==> src/rtl/alu_operand_stage_if.sv <==
// Bundle of every non-clock/reset signal of the ALU operand stage.
// slave = the stage itself, master = the environment driving/consuming it.
interface alu_operand_stage_if #(
    parameter int XLEN  = 32,
    parameter int CNT_W = 16
);
    logic             flush;
    logic             in_valid;
    logic             in_ready;
    logic [XLEN-1:0]  pc_in;
    logic [4:0]       rs1_addr;
    logic [4:0]       rs2_addr;
    logic [XLEN-1:0]  rs1_data;
    logic [XLEN-1:0]  rs2_data;
    logic [XLEN-1:0]  imm;
    logic             a_sel;
    logic             b_sel;
    logic [3:0]       alu_sel_in;
    logic [4:0]       rd_in;
    logic             exm_wen;
    logic [4:0]       exm_rd;
    logic [XLEN-1:0]  exm_data;
    logic             wb_wen;
    logic [4:0]       wb_rd;
    logic [XLEN-1:0]  wb_data;
    logic             out_valid;
    logic             out_ready;
    logic [XLEN-1:0]  op_a;
    logic [XLEN-1:0]  op_b;
    logic [3:0]       alu_sel_out;
    logic [4:0]       rd_out;
    logic [XLEN-1:0]  pc_out;
    logic [CNT_W-1:0] stall_cnt;

    modport slave (
        input  flush, in_valid, pc_in, rs1_addr, rs2_addr, rs1_data, rs2_data,
               imm, a_sel, b_sel, alu_sel_in, rd_in, exm_wen, exm_rd, exm_data,
               wb_wen, wb_rd, wb_data, out_ready,
        output in_ready, out_valid, op_a, op_b, alu_sel_out, rd_out, pc_out, stall_cnt
    );

    modport master (
        output flush, in_valid, pc_in, rs1_addr, rs2_addr, rs1_data, rs2_data,
               imm, a_sel, b_sel, alu_sel_in, rd_in, exm_wen, exm_rd, exm_data,
               wb_wen, wb_rd, wb_data, out_ready,
        input  in_ready, out_valid, op_a, op_b, alu_sel_out, rd_out, pc_out, stall_cnt
    );
endinterface

==> src/rtl/alu_operand_stage.sv <==
// ID/EX register ahead of the ALU: operand select, RAW forwarding, valid/ready, flush, stall count.
// Macro FWD_EN: defined = forward from EX/MEM and MEM/WB; undefined = stall upstream on hazards.
module alu_operand_stage #(
    parameter int XLEN  = 32,
    parameter int CNT_W = 16
) (
    input logic                clock,
    input logic                reset,
    alu_operand_stage_if.slave bus
);
    // Handshake: an entry moves on a rising edge where valid && ready are both high;
    // the producer holds its payload stable while valid is high and ready is low.
    logic             out_valid;
    logic [XLEN-1:0]  op_a;
    logic [XLEN-1:0]  op_b;
    logic [3:0]       alu_sel_out;
    logic [4:0]       rd_out;
    logic [XLEN-1:0]  pc_out;
    logic [CNT_W-1:0] stall_cnt;

    logic [XLEN-1:0]  a_next;
    logic [XLEN-1:0]  b_next;
    logic             hazard;
    logic             in_ready;
    logic             xfer;
    logic             backpressure;

`ifdef FWD_EN
    // EX/MEM is the younger producer, so it shadows MEM/WB; x0 is never forwarded.
    always_comb begin
        hazard = 1'b0;
        if (bus.a_sel)
            a_next = bus.pc_in;
        else if (bus.exm_wen && bus.exm_rd == bus.rs1_addr && bus.rs1_addr != 5'd0)
            a_next = bus.exm_data;
        else if (bus.wb_wen && bus.wb_rd == bus.rs1_addr && bus.rs1_addr != 5'd0)
            a_next = bus.wb_data;
        else
            a_next = bus.rs1_data;

        if (bus.b_sel)
            b_next = bus.imm;
        else if (bus.exm_wen && bus.exm_rd == bus.rs2_addr && bus.rs2_addr != 5'd0)
            b_next = bus.exm_data;
        else if (bus.wb_wen && bus.wb_rd == bus.rs2_addr && bus.rs2_addr != 5'd0)
            b_next = bus.wb_data;
        else
            b_next = bus.rs2_data;
    end
`else
    logic a_hit;
    logic b_hit;

    // Without forwarding paths a pending writer of a source register blocks acceptance.
    always_comb begin
        a_next = bus.a_sel ? bus.pc_in : bus.rs1_data;
        b_next = bus.b_sel ? bus.imm   : bus.rs2_data;
        a_hit  = !bus.a_sel && bus.rs1_addr != 5'd0 &&
                 ((bus.exm_wen && bus.exm_rd == bus.rs1_addr) ||
                  (bus.wb_wen  && bus.wb_rd  == bus.rs1_addr));
        b_hit  = !bus.b_sel && bus.rs2_addr != 5'd0 &&
                 ((bus.exm_wen && bus.exm_rd == bus.rs2_addr) ||
                  (bus.wb_wen  && bus.wb_rd  == bus.rs2_addr));
        hazard = bus.in_valid && (a_hit || b_hit);
    end
`endif

    assign in_ready     = (!out_valid || bus.out_ready) && !hazard;
    assign xfer         = bus.in_valid && in_ready;
    assign backpressure = out_valid && !bus.out_ready;

    always_ff @(posedge clock or posedge reset) begin
        if (reset) begin
            out_valid   <= 1'b0;
            op_a        <= '0;
            op_b        <= '0;
            alu_sel_out <= 4'b0000;
            rd_out      <= '0;
            pc_out      <= '0;
            stall_cnt   <= '0;
        end else begin
            if ((backpressure || hazard) && stall_cnt != {CNT_W{1'b1}})
                stall_cnt <= stall_cnt + CNT_W'(1);

            if (bus.flush) begin
                out_valid <= 1'b0;
            end else if (xfer) begin
                out_valid   <= 1'b1;
                op_a        <= a_next;
                op_b        <= b_next;
                alu_sel_out <= bus.alu_sel_in;
                rd_out      <= bus.rd_in;
                pc_out      <= bus.pc_in;
            end else if (bus.out_ready) begin
                out_valid <= 1'b0;
            end
        end
    end

    assign bus.in_ready    = in_ready;
    assign bus.out_valid   = out_valid;
    assign bus.op_a        = op_a;
    assign bus.op_b        = op_b;
    assign bus.alu_sel_out = alu_sel_out;
    assign bus.rd_out      = rd_out;
    assign bus.pc_out      = pc_out;
    assign bus.stall_cnt   = stall_cnt;
endmodule

==> src/flat_wrapper.sv <==
// flat-port wrapper written by rule: the top's interface ports become plain ports
module alu_operand_stage_flat 
#(
    parameter int XLEN  = 32,
    parameter int CNT_W = 16
)
  (clock, reset, bus_flush, bus_in_valid, bus_pc_in, bus_rs1_addr, bus_rs2_addr, bus_rs1_data, bus_rs2_data, bus_imm, bus_a_sel, bus_b_sel, bus_alu_sel_in, bus_rd_in, bus_exm_wen, bus_exm_rd, bus_exm_data, bus_wb_wen, bus_wb_rd, bus_wb_data, bus_out_ready, bus_in_ready, bus_out_valid, bus_op_a, bus_op_b, bus_alu_sel_out, bus_rd_out, bus_pc_out, bus_stall_cnt);
  alu_operand_stage_if #(.XLEN(XLEN), .CNT_W(CNT_W)) bus_i ();
  input logic clock;
  input logic reset;
  input wire logic [$bits(bus_i.flush)-1:0] bus_flush;
  input wire logic [$bits(bus_i.in_valid)-1:0] bus_in_valid;
  input wire logic [$bits(bus_i.pc_in)-1:0] bus_pc_in;
  input wire logic [$bits(bus_i.rs1_addr)-1:0] bus_rs1_addr;
  input wire logic [$bits(bus_i.rs2_addr)-1:0] bus_rs2_addr;
  input wire logic [$bits(bus_i.rs1_data)-1:0] bus_rs1_data;
  input wire logic [$bits(bus_i.rs2_data)-1:0] bus_rs2_data;
  input wire logic [$bits(bus_i.imm)-1:0] bus_imm;
  input wire logic [$bits(bus_i.a_sel)-1:0] bus_a_sel;
  input wire logic [$bits(bus_i.b_sel)-1:0] bus_b_sel;
  input wire logic [$bits(bus_i.alu_sel_in)-1:0] bus_alu_sel_in;
  input wire logic [$bits(bus_i.rd_in)-1:0] bus_rd_in;
  input wire logic [$bits(bus_i.exm_wen)-1:0] bus_exm_wen;
  input wire logic [$bits(bus_i.exm_rd)-1:0] bus_exm_rd;
  input wire logic [$bits(bus_i.exm_data)-1:0] bus_exm_data;
  input wire logic [$bits(bus_i.wb_wen)-1:0] bus_wb_wen;
  input wire logic [$bits(bus_i.wb_rd)-1:0] bus_wb_rd;
  input wire logic [$bits(bus_i.wb_data)-1:0] bus_wb_data;
  input wire logic [$bits(bus_i.out_ready)-1:0] bus_out_ready;
  output wire logic [$bits(bus_i.in_ready)-1:0] bus_in_ready;
  output wire logic [$bits(bus_i.out_valid)-1:0] bus_out_valid;
  output wire logic [$bits(bus_i.op_a)-1:0] bus_op_a;
  output wire logic [$bits(bus_i.op_b)-1:0] bus_op_b;
  output wire logic [$bits(bus_i.alu_sel_out)-1:0] bus_alu_sel_out;
  output wire logic [$bits(bus_i.rd_out)-1:0] bus_rd_out;
  output wire logic [$bits(bus_i.pc_out)-1:0] bus_pc_out;
  output wire logic [$bits(bus_i.stall_cnt)-1:0] bus_stall_cnt;
  assign bus_i.flush = bus_flush;
  assign bus_i.in_valid = bus_in_valid;
  assign bus_i.pc_in = bus_pc_in;
  assign bus_i.rs1_addr = bus_rs1_addr;
  assign bus_i.rs2_addr = bus_rs2_addr;
  assign bus_i.rs1_data = bus_rs1_data;
  assign bus_i.rs2_data = bus_rs2_data;
  assign bus_i.imm = bus_imm;
  assign bus_i.a_sel = bus_a_sel;
  assign bus_i.b_sel = bus_b_sel;
  assign bus_i.alu_sel_in = bus_alu_sel_in;
  assign bus_i.rd_in = bus_rd_in;
  assign bus_i.exm_wen = bus_exm_wen;
  assign bus_i.exm_rd = bus_exm_rd;
  assign bus_i.exm_data = bus_exm_data;
  assign bus_i.wb_wen = bus_wb_wen;
  assign bus_i.wb_rd = bus_wb_rd;
  assign bus_i.wb_data = bus_wb_data;
  assign bus_i.out_ready = bus_out_ready;
  assign bus_in_ready = bus_i.in_ready;
  assign bus_out_valid = bus_i.out_valid;
  assign bus_op_a = bus_i.op_a;
  assign bus_op_b = bus_i.op_b;
  assign bus_alu_sel_out = bus_i.alu_sel_out;
  assign bus_rd_out = bus_i.rd_out;
  assign bus_pc_out = bus_i.pc_out;
  assign bus_stall_cnt = bus_i.stall_cnt;
  alu_operand_stage #(.XLEN(XLEN), .CNT_W(CNT_W)) u_core (.clock(clock), .reset(reset), .bus(bus_i));
endmodule
==> config.mk <==
export PLATFORM = sky130hd
export DESIGN_NAME = alu_operand_stage_flat
export DESIGN_NICKNAME = d
export VERILOG_FILES = /design/src/rtl/alu_operand_stage_if.sv /design/src/rtl/alu_operand_stage.sv /design/src/flat_wrapper.sv
export SDC_FILE = /design/constraint.sdc
export NUM_CORES = 1
export LEC_CHECK = 0
export CAP_MARGIN = 5
export CORE_AREA = 2 2 139 141
export DETAILED_ROUTE_END_ITERATION = 7
export DIE_AREA = 0 0 141 143
export PLACE_DENSITY_LB_ADDON = 0.05
export SKIP_LAST_GASP = 1
export SYNTH_ARGS = -nofsm -noshare
export SYNTH_HDL_FRONTEND = slang
export SYNTH_SLANG_ARGS = --single-unit
==> constraint.sdc <==
create_clock -name clock -period 5.5 [get_ports clock]
set_input_delay 1.1 -clock clock [delete_from_list [all_inputs] [get_ports clock]]
set_output_delay 1.1 -clock clock [all_outputs]
set_load 0.01 [all_outputs]
Yosys cells after proc, flatten, opt, wreduce, memory -nomap -nowiden:

Cells that the tools add are included.

* latch bits: 0
* memories: 0
* flip-flop bits (word level): 122
* input port bits: 230
* logic and storage cells: 46
* output and inout bits: 123
* memory bits (writable): 0
* memory bits (read-only): 0

* $lt $le $gt $ge: 0
* bitwise logic cells: 1
* multiply operators: 0
* multiplexer cells: 5
* shift operators: 0
* add/sub/neg operators: 1
* div/mod/pow operators: 0
* reduce and logical (&&, ||, !) cells: 27
* equal/unequal tests: 5

Operator list (count)
* 2-to-1 mux 32 bit: 2
* equality test 5 bit: 4
* adder 16 x 1 -> 16 bit (second input constant): 1
* inequality test 16 bit (second input constant): 1
* logical AND 1 bit: 13
* nonzero test 5 bit: 2
* zero test 1 bit: 5
* logical OR 1 bit: 5
* 2-to-1 mux 1 bit: 3
* nonzero test 3 bit: 1
* AND reduction 2 bit: 1
* inverter 1 bit: 1

Logic depth before layout (Yosys ltp):

Gate-level depths: netlist of run 1.

* word-level depth: 11
* depth in mapped cells: 10

Worst setup path after synthesis of run 1:

OpenSTA, ideal clock, no wires.

* kind: input to output
* start: in bus_wb_rd[1]
* end: out bus_in_ready
* arrival time: 2.177 ns
* slack: 2.223 ns
* required time: 4.400 ns
* cell stages on the path: 7
* cell sequence: xnor2_1 -> nand4_1 -> o22ai_1 -> a22oi_1 -> o21ai_1 -> buf_4 -> inv_1

* cells in the longest elaborated chain, start to end: 8
* elaborated cells on any way between the ends: 12
* those cells by class: eq/ne (2); reduce/logical (10)

RTL lines
* start: declaration: line flat_wrapper.sv:27 `input wire logic [$bits(bus_i.wb_rd)-1:0] bus_wb_rd;`
* equality test 5 bit (on tied branches): line alu_operand_stage.sv:60, alu_operand_stage.sv:63
* logical AND 1 bit (on tied branches): line alu_operand_stage.sv:60, alu_operand_stage.sv:63
* logical OR 1 bit (on tied branches): line alu_operand_stage.sv:59, alu_operand_stage.sv:62
* logical AND 1 bit (on tied branches): line alu_operand_stage.sv:58, alu_operand_stage.sv:61
* logical OR 1 bit (*): line alu_operand_stage.sv:64 `hazard = bus.in_valid && (a_hit || b_hit);`
* logical AND 1 bit (*): line alu_operand_stage.sv:64
* zero test 1 bit (*): line alu_operand_stage.sv:68 `assign in_ready = (!out_valid || bus.out_ready) && !hazard;`
* logical AND 1 bit (*): line alu_operand_stage.sv:68
* end: declaration: line flat_wrapper.sv:30 `output wire logic [$bits(bus_i.in_ready)-1:0] bus_in_ready;`

Mark *: on every way between the ends. The rest lies on a longest branch, timed or not.

Worst setup path in the final report of run 1:

* start: in bus_rs1_addr[3]
* end: out bus_in_ready

* cells in the longest elaborated chain, start to end: 8
* elaborated cells on any way between the ends: 12
* those cells by class: eq/ne (2); reduce/logical (10)

RTL lines
* start: declaration: line flat_wrapper.sv:14 `input wire logic [$bits(bus_i.rs1_addr)-1:0] bus_rs1_addr;`
* equality test 5 bit (on tied branches): line alu_operand_stage.sv:59, alu_operand_stage.sv:60
* logical AND 1 bit (on tied branches): line alu_operand_stage.sv:59, alu_operand_stage.sv:60
* logical OR 1 bit: line alu_operand_stage.sv:59 `((bus.exm_wen && bus.exm_rd == bus.rs1_addr) ||`
* logical AND 1 bit (*): line alu_operand_stage.sv:58 `a_hit = !bus.a_sel && bus.rs1_addr != 5'd0 &&`
* logical OR 1 bit (*): line alu_operand_stage.sv:64
* logical AND 1 bit (*): line alu_operand_stage.sv:64
* zero test 1 bit (*): line alu_operand_stage.sv:68
* logical AND 1 bit (*): line alu_operand_stage.sv:68

Marks and branches as above.

==> results of run 1 <==
-- registers in the layout, summed over array words and instances, names as in the netlist --
| register | flops |
|---|---|
| u_core.bus.op_a | 32 |
| u_core.bus.op_b | 32 |
| u_core.bus.stall_cnt | 16 |
| u_core.bus.pc_out | 32 |
| u_core.bus.out_valid | 1 |
| u_core.bus.alu_sel_out | 4 |
| u_core.bus.rd_out | 5 |
-- layout make-up --
class | instances | area share, %
Antenna cell | 1 | 0.0270
Clock buffer | 19 | 4.78
Clock inverter | 13 | 1.54
Inverter | 3 | 0.149
Multi-Input combinational cell | 326 | 25.6
Sequential cell | 122 | 32.9
Tap cell | 234 | 3.16
Timing Repair Buffer | 296 | 31.8
-- stage by stage --
| step | utilization (%) | cell area [µm²] | cells | total power (µW) | setup slack [ns] |
|---|---|---|---|---|---|
| floorplan | - | 5670 | 480 | 1530 | 1.16 |
| global placement | 46.7 | 8680 | 981 | 2060 | 1.28 |
| detailed placement | 46.7 | 8680 | 981 | 2070 | 1.29 |
| CTS | 49.9 | 9260 | 1013 | 3200 | 1.28 |
| global route | 49.9 | 9270 | 1014 | 3330 | 1.06 |
| finish | 49.9 | 9270 | 1014 | 3150 | 1.25 |
-- power breakdown --
group | total, µW | internal [µW] | switching, µW
logic | 879 | 529 | 350
registers | 1160 | 1060 | 98.4
clock network | 1110 | 682 | 423
total | 3150 | 2270 | 872
-- worst max path at each step --
stage	start	end
floorplan	reset	u_core.bus.alu_sel_out[0]$_DFFE_PP0P_
global placement	bus_rs1_addr[3]	bus_in_ready
detailed placement	bus_rs2_addr[1]	bus_in_ready
CTS	bus_rs1_addr[3]	bus_in_ready
global route	bus_rs2_addr[4]	bus_in_ready
finish	bus_rs1_addr[3]	bus_in_ready
-- placed cells by master, fill, tap and decap left out, drive strengths merged --
master	instances
nand3	9
and4b	1
and2	1
diode	1
nand2b	1
and3	8
xnor2	34
clkinvlp	2
clkdlybuf4s50	286
buf	10
clkinv	6
a21oi	66
inv	6
bufinv	2
o21ai	1
nand2	8
and4	2
dfrtp	122
nand3b	1
nor2	68
clkbuf	19
o21bai	1
nand4b	1
mux2	43
nand4	11
mux2i	64
nor3	2
ha	1
a22oi	1
o22ai	2
-- layer usage --
metal | vias up | global-route usage (%)
li1 | 2257 | -
met2 | 187 | 28.5
met1 | 2206 | 19.7
met3 | 21 | 7.68
met4 | 0 | 5.84
met5 | - | 0
-- cell families (layout without fill, tap and decap cells) --
logic type | count (synthesis) | count (layout) | share of synthesized area (%)
flip-flops | 122 | 122 | 53.8
AND/OR/NAND/NOR | 113 | 113 | 9.09
multiplexers | 107 | 107 | 19.8
AO/OA/AOI/OAI | 71 | 71 | 7.39
XOR/XNOR | 34 | 34 | 5.25
buffers and inverters | 32 | 331 | 4.43
adder cells (fa/ha/maj) | 1 | 1 | 0.220
other | 0 | 1 | 0
==> results.sh, run 1 <==
export IMPL_status="complete, no violations"
export IMPL_rsz0062_at_grt="false"
export IMPL_r2r_cells=7
export IMPL_cts_resized=0
export IMPL_placementRows=50
export IMPL_fin_nets=997
export IMPL_grt_first_pass_wirelength_um=26800
export IMPL_slew_headroom_pct=51.7
export IMPL_powerDensity_mw_per_mm2=340
export IMPL_coreArea_mm2=0.0186
export IMPL_cts_clk_slew_worst_paths_ns=0.06
export IMPL_ir_drop_mv=0.201
export IMPL_min_from="u_core.bus.stall_cnt[11]$_DFFE_PP0P_"
export IMPL_cts_sinks=122
export IMPL_fin_crit_sh_pct=77.2
export IMPL_synth_cell_type_count=30
export IMPL_worstReg2RegEnd="u_core.bus.stall_cnt[1]$_DFFE_PP0P_"
export IMPL_hold_path_depth=1
export IMPL_synth_async_reset_ratio_pct=100
export IMPL_cts_path_max_buffers=2
export IMPL_drc=0
export IMPL_synthCells=480
export IMPL_fillers=1683
export IMPL_vias=4671
export IMPL_initial_core_util_pct=30.5
export IMPL_wl_met3_um=1550
export IMPL_cp_required_ns=4.40
export IMPL_cts_tree="yes"
export IMPL_period_needed_ns=4.25
export IMPL_hold_end="u_core.bus.stall_cnt[11]$_DFFE_PP0P_"
export IMPL_first_global_vias=4995
export IMPL_numCtsBuffers=17
export IMPL_ctsHoldBuffers=0
export IMPL_grt_max_degree=84
export IMPL_routed_wirelength_um=16800
export IMPL_cp_start_kind="input port"
export IMPL_dr_wl_met2_um=8240
export IMPL_register_area_mm2=0.00305
export IMPL_root_buffer="clkbuf_16"
export IMPL_gp_congestion=0.823
export IMPL_routed_top_layer="met4"
export IMPL_grt_antenna_before_repair=1
export IMPL_yosysWarnings=0
export IMPL_synth_top_cells_by_count="dfrtp_1, nor2_1, mux2i_1, a21oi_1, mux2_2"
export IMPL_slew_violations=0
export IMPL_critical_path_buf_inv_count=4
export IMPL_yosys_area_top_type="dfrtp_1"
export IMPL_grt_ovfl_total=0
export IMPL_track_usage_pct=17.1
export IMPL_drt_iter0_markers=147
export IMPL_syn2layout_area_growth_pct=63.3
export IMPL_synth_top_cell_area_share_pct=53.8
export IMPL_dieArea_mm2=0.0202
export IMPL_cp_top_family="buffers and inverters"
export IMPL_worst_clock_skew_ns=0.00828
export IMPL_die_w_um=141
export IMPL_synthTopCellsByArea="dfrtp_1, mux2i_1, mux2_2"
export IMPL_holdWs_ns=0.495
export IMPL_vias_per_cell=4.61
export IMPL_max_freq_ghz=0.235
export IMPL_ys_seq_elements=122
export IMPL_wirelength_met1_um=6740
export IMPL_multi_input_area_mm2=0.00237
export IMPL_htree_levels=4
export IMPL_critPathMaxStageDelay_ns=0.57
export IMPL_cp_arrival_ns=3.15
export IMPL_criticalPathCategory="input port to output port"
export IMPL_final_hold_violation_count=0
export IMPL_numPortBuffers=288
export IMPL_cp_max_fo=16
export IMPL_power_leakage_uw=0.00381
export IMPL_netlist_area_mm2=0.00567
export IMPL_post_cts_setup_buffers=0
export IMPL_setup_tns_final_ns=0
export IMPL_r2r_start="u_core.bus.stall_cnt[0]$_DFFE_PP0P_"
export IMPL_hpwl_um=12500
export IMPL_setup_viol=0
export IMPL_yosysMostFrequentCell="dfrtp_1"
export IMPL_ys_seq_area_share_pct=53.8
export IMPL_die_y_um=143
export IMPL_ant_nets=0
export IMPL_path_cells="clkdlybuf4s50_1, xnor2_1, nand4_1, o22ai_1, a22oi_1, o21ai_1, buf_4, inv_1, clkdlybuf4s50_1"
export IMPL_drive_gt1_share_pct=13.0
export IMPL_wl_per_cell_um=16.6
export IMPL_cap_violations=0
export IMPL_min_path_type="register to register"
export IMPL_synth_edff_count=0
export IMPL_dr_pass1_iters=4
export IMPL_ys_flop_type="dfrtp_1"
export IMPL_critical_path_slowest_cell="clkdlybuf4s50_1"
export IMPL_worst_skew_pair_late_latency_ns=0.41
export IMPL_r2r_slack_ns=3.21
export IMPL_tightest_slew_ns=0.725
export IMPL_end_kind="output port"
export IMPL_path_common_cell="clkdlybuf4s50_1"
export IMPL_ios=353
export IMPL_crit_cells=9
export IMPL_avgSynthCellArea_um2=11.8
export IMPL_synth_nets=711
No activity file was read; power rests on OpenSTA's default activity.
==> run 2, diff against run 1 <==
Settings changed: CORE_AREA 2 2 139 141 to 2 2 137 139, DIE_AREA 0 0 141 143 to 0 0 139 141.
Clock period 5.5 ns to 3.4 ns, I/O delays scaled along.
==> run 2 against run 1 <==
Utilization is 1.6 points higher. Non-clock buffer count grew 5. Register-to-register slack got worse by 1.8 ns. Sequential power rose by 62%. Setup slack worse by 1.1 ns. Design area is 1.4% higher. Critical path type unchanged. Via count is 0.60% lower. Wire length fell by 0.81%. Total power rose by 66%.
==> results.sh, run 2 (synthesis results as in run 1) <==
export IMPL_critical_path_slowest_cell="clkdlybuf4s50_1"
export IMPL_final_util_pct=51.5
export IMPL_gp_congestion=0.821
export IMPL_fin_nets=1002
export IMPL_multi_input_area_mm2=0.00238
export IMPL_path_cells="clkdlybuf4s50_1, xnor2_1, nand4_1, o22ai_2, a22oi_2, o21ai_1, inv_1, clkdlybuf4s50_1"
export IMPL_initial_core_util_pct=31.1
export IMPL_worst_skew_pair_late_latency_ns=0.41
export IMPL_register_area_mm2=0.00305
export IMPL_drt_iter0_markers=148
export IMPL_clkPwrFrac_pct=36.4
export IMPL_rsz0062_at_grt="false"
export IMPL_cts_clk_slew_worst_paths_ns=0.05
export IMPL_power_leakage_uw=0.00389
export IMPL_r2r_start="u_core.bus.stall_cnt[0]$_DFFE_PP0P_"
export IMPL_cp_max_fo=3
export IMPL_htree_levels=4
export IMPL_drc=0
export IMPL_power_frac_comb_pct=27.4
export IMPL_ant_nets=0
export IMPL_cts_sinks=122
export IMPL_path_common_cell="clkdlybuf4s50_1"
export IMPL_drive_gt1_share_pct=13.4
export IMPL_coreArea_mm2=0.0183
export IMPL_root_buffer="clkbuf_16"
export IMPL_slew_violations=0
export IMPL_cp_arrival_ns=2.56
export IMPL_final_hold_violation_count=0
export IMPL_critical_path_buf_inv_count=3
export IMPL_grt_ovfl_total=0
export IMPL_track_usage_pct=17.4
export IMPL_numCtsBuffers=17
export IMPL_diodes=0
export IMPL_fin_crit_sh_pct=95.4
export IMPL_grt_use_met3_pct=6.69
export IMPL_final_common_cell="clkdlybuf4s50_1"
export IMPL_routed_wirelength_um=16700
export IMPL_min_from="u_core.bus.stall_cnt[11]$_DFFE_PP0P_"
export IMPL_die_y_um=141
export IMPL_dr_pass1_iters=4
export IMPL_first_global_vias=4897
export IMPL_cap_violations=0
export IMPL_grt_antenna_before_repair=0
export IMPL_grt_first_pass_wirelength_um=26700
export IMPL_most_common_layout_cells="clkdlybuf4s50_1, dfrtp_1, nor2_1"
export IMPL_cts_path_max_buffers=2
export IMPL_cp_required_ns=2.72
export IMPL_dieArea_mm2=0.0196
export IMPL_placementRows=50
export IMPL_ios=353
export IMPL_ctsHoldBuffers=0
export IMPL_ir_drop_mv=0.336
export IMPL_setup_tns_final_ns=0
export IMPL_cp_start_kind="input port"
export IMPL_reg_largest_list="u_core.bus.op_a x32, u_core.bus.op_b x32, u_core.bus.pc_out x32"
export IMPL_hpwl_um=12700
export IMPL_criticalPathCategory="input port to output port"
export IMPL_end_kind="output port"
export IMPL_powerDensity_mw_per_mm2=554
export IMPL_syn2layout_area_growth_pct=65.7
export IMPL_cts_tree="yes"
export IMPL_wl_per_cell_um=16.4
export IMPL_fillers=1645
export IMPL_met2_usage_pct=28.9
export IMPL_grt_most_used_layer="met2"
export IMPL_worst_clock_skew_ns=0.00789
export IMPL_min_path_type="register to register"
export IMPL_switching_share_pct=25.9
export IMPL_die_w_um=139
export IMPL_max_freq_ghz=0.308
export IMPL_grtUsageMet1_pct=20.6
export IMPL_vias=4643
export IMPL_tightest_slew_ns=0.847
export IMPL_cp_top_family="buffers and inverters"
export IMPL_critPathMaxStageDelay_ns=0.55
export IMPL_setup_viol=0
export IMPL_vias_per_cell=4.57
export IMPL_cp_startpoint="bus_rs2_addr[1]"
export IMPL_slew_headroom_pct=43.4
export IMPL_status="complete, no violations"
export IMPL_period_needed_ns=3.24
export IMPL_p_switching_uw=1350
export IMPL_grt_max_degree=45
export IMPL_internal_power_uw=3860
export IMPL_p_seq_share_pct=36.1
export IMPL_numPortBuffers=288
run 2: changes by cell type in the layout (fill, tap and decap cells not counted), moves of 2 or more:
cell             delta
buf_12              +4
clkinv_4            -3
inv_6               -3
bufinv_16           +2
clkbuf_8            +2
clkdlybuf4s50_1     -2
dlymetal6s2s_1      +2
run 2: area by class of cell:
class,count,area share (%)
Inverter,3,0.160
Multi-Input combinational cell,326,25.4
Clock inverter,8,1.52
Tap cell,234,3.11
Timing Repair Buffer,301,32.3
Sequential cell,122,32.5
Clock buffer,22,5.04
run 2: per-layer routing:
metal	wire, µm	vias to the layer above
met4	352	0
li1	-	2260
met2	8220	174
met3	1470	23
met5	0	-
met1	6650	2186
run 2: stage by stage:
| step | total power (µW) | setup slack, ns | std cells | hold WS (ns) | cell area [µm²] |
|---|---|---|---|---|---|
| after global placement | 3330 | 0.126 | 986 | 0.490 | 8770 |
| final | 5210 | 0.156 | 1016 | 0.502 | 9400 |
| after global routing | 5490 | 0.0178 | 1016 | 0.522 | 9400 |
| after detailed placement | 3360 | 0.113 | 986 | 0.494 | 8770 |
| after floorplan | 2470 | 0.963 | 480 | 0.519 | 5680 |
| after CTS | 5290 | 0.102 | 1016 | 0.509 | 9380 |
run 2: timing repair:
action	CTS	global route
resized for setup	0	4
endpoints found under the setup margin	0	1
setup buffers	0	0
run 2: path summary, 6_finish.rpt:
check	end	slack [ns]	cells past startpoint
setup / recovery	bus_in_ready	0.16	8
hold / removal	u_core.bus.stall_cnt[11]$_DFFE_PP0P_	0.50	1
setup reg to reg	u_core.bus.stall_cnt[1]$_DFFE_PP0P_	1.40	8
hold reg to reg	u_core.bus.stall_cnt[11]$_DFFE_PP0P_	0.50	1
max in group asynchronous	u_core.bus.op_a[14]$_DFFE_PP0P_	1.91	3
min in group asynchronous	u_core.bus.pc_out[30]$_DFFE_PP0P_	0.80	2
run 2: power by group through the flow:
stage / clock, µW / combinational, µW / sequential (µW)
floorplan: 0 / 445 / 2020
global placement: 0 / 1440 / 1890
detailed placement: 0 / 1450 / 1910
CTS: 1950 / 1460 / 1890
global route: 2020 / 1540 / 1920
finish: 1900 / 1430 / 1880
run 2: worst register-to-register path, stage by stage (launching register included):
cell,delay [ns]
dfrtp_1,0.41
ha_1,0.22
nand4_1,0.10
nor2_1,0.16
and2_1,0.23
nand4_1,0.11
buf_4,0.20
nand2_1,0.12
mux2_2,0.34
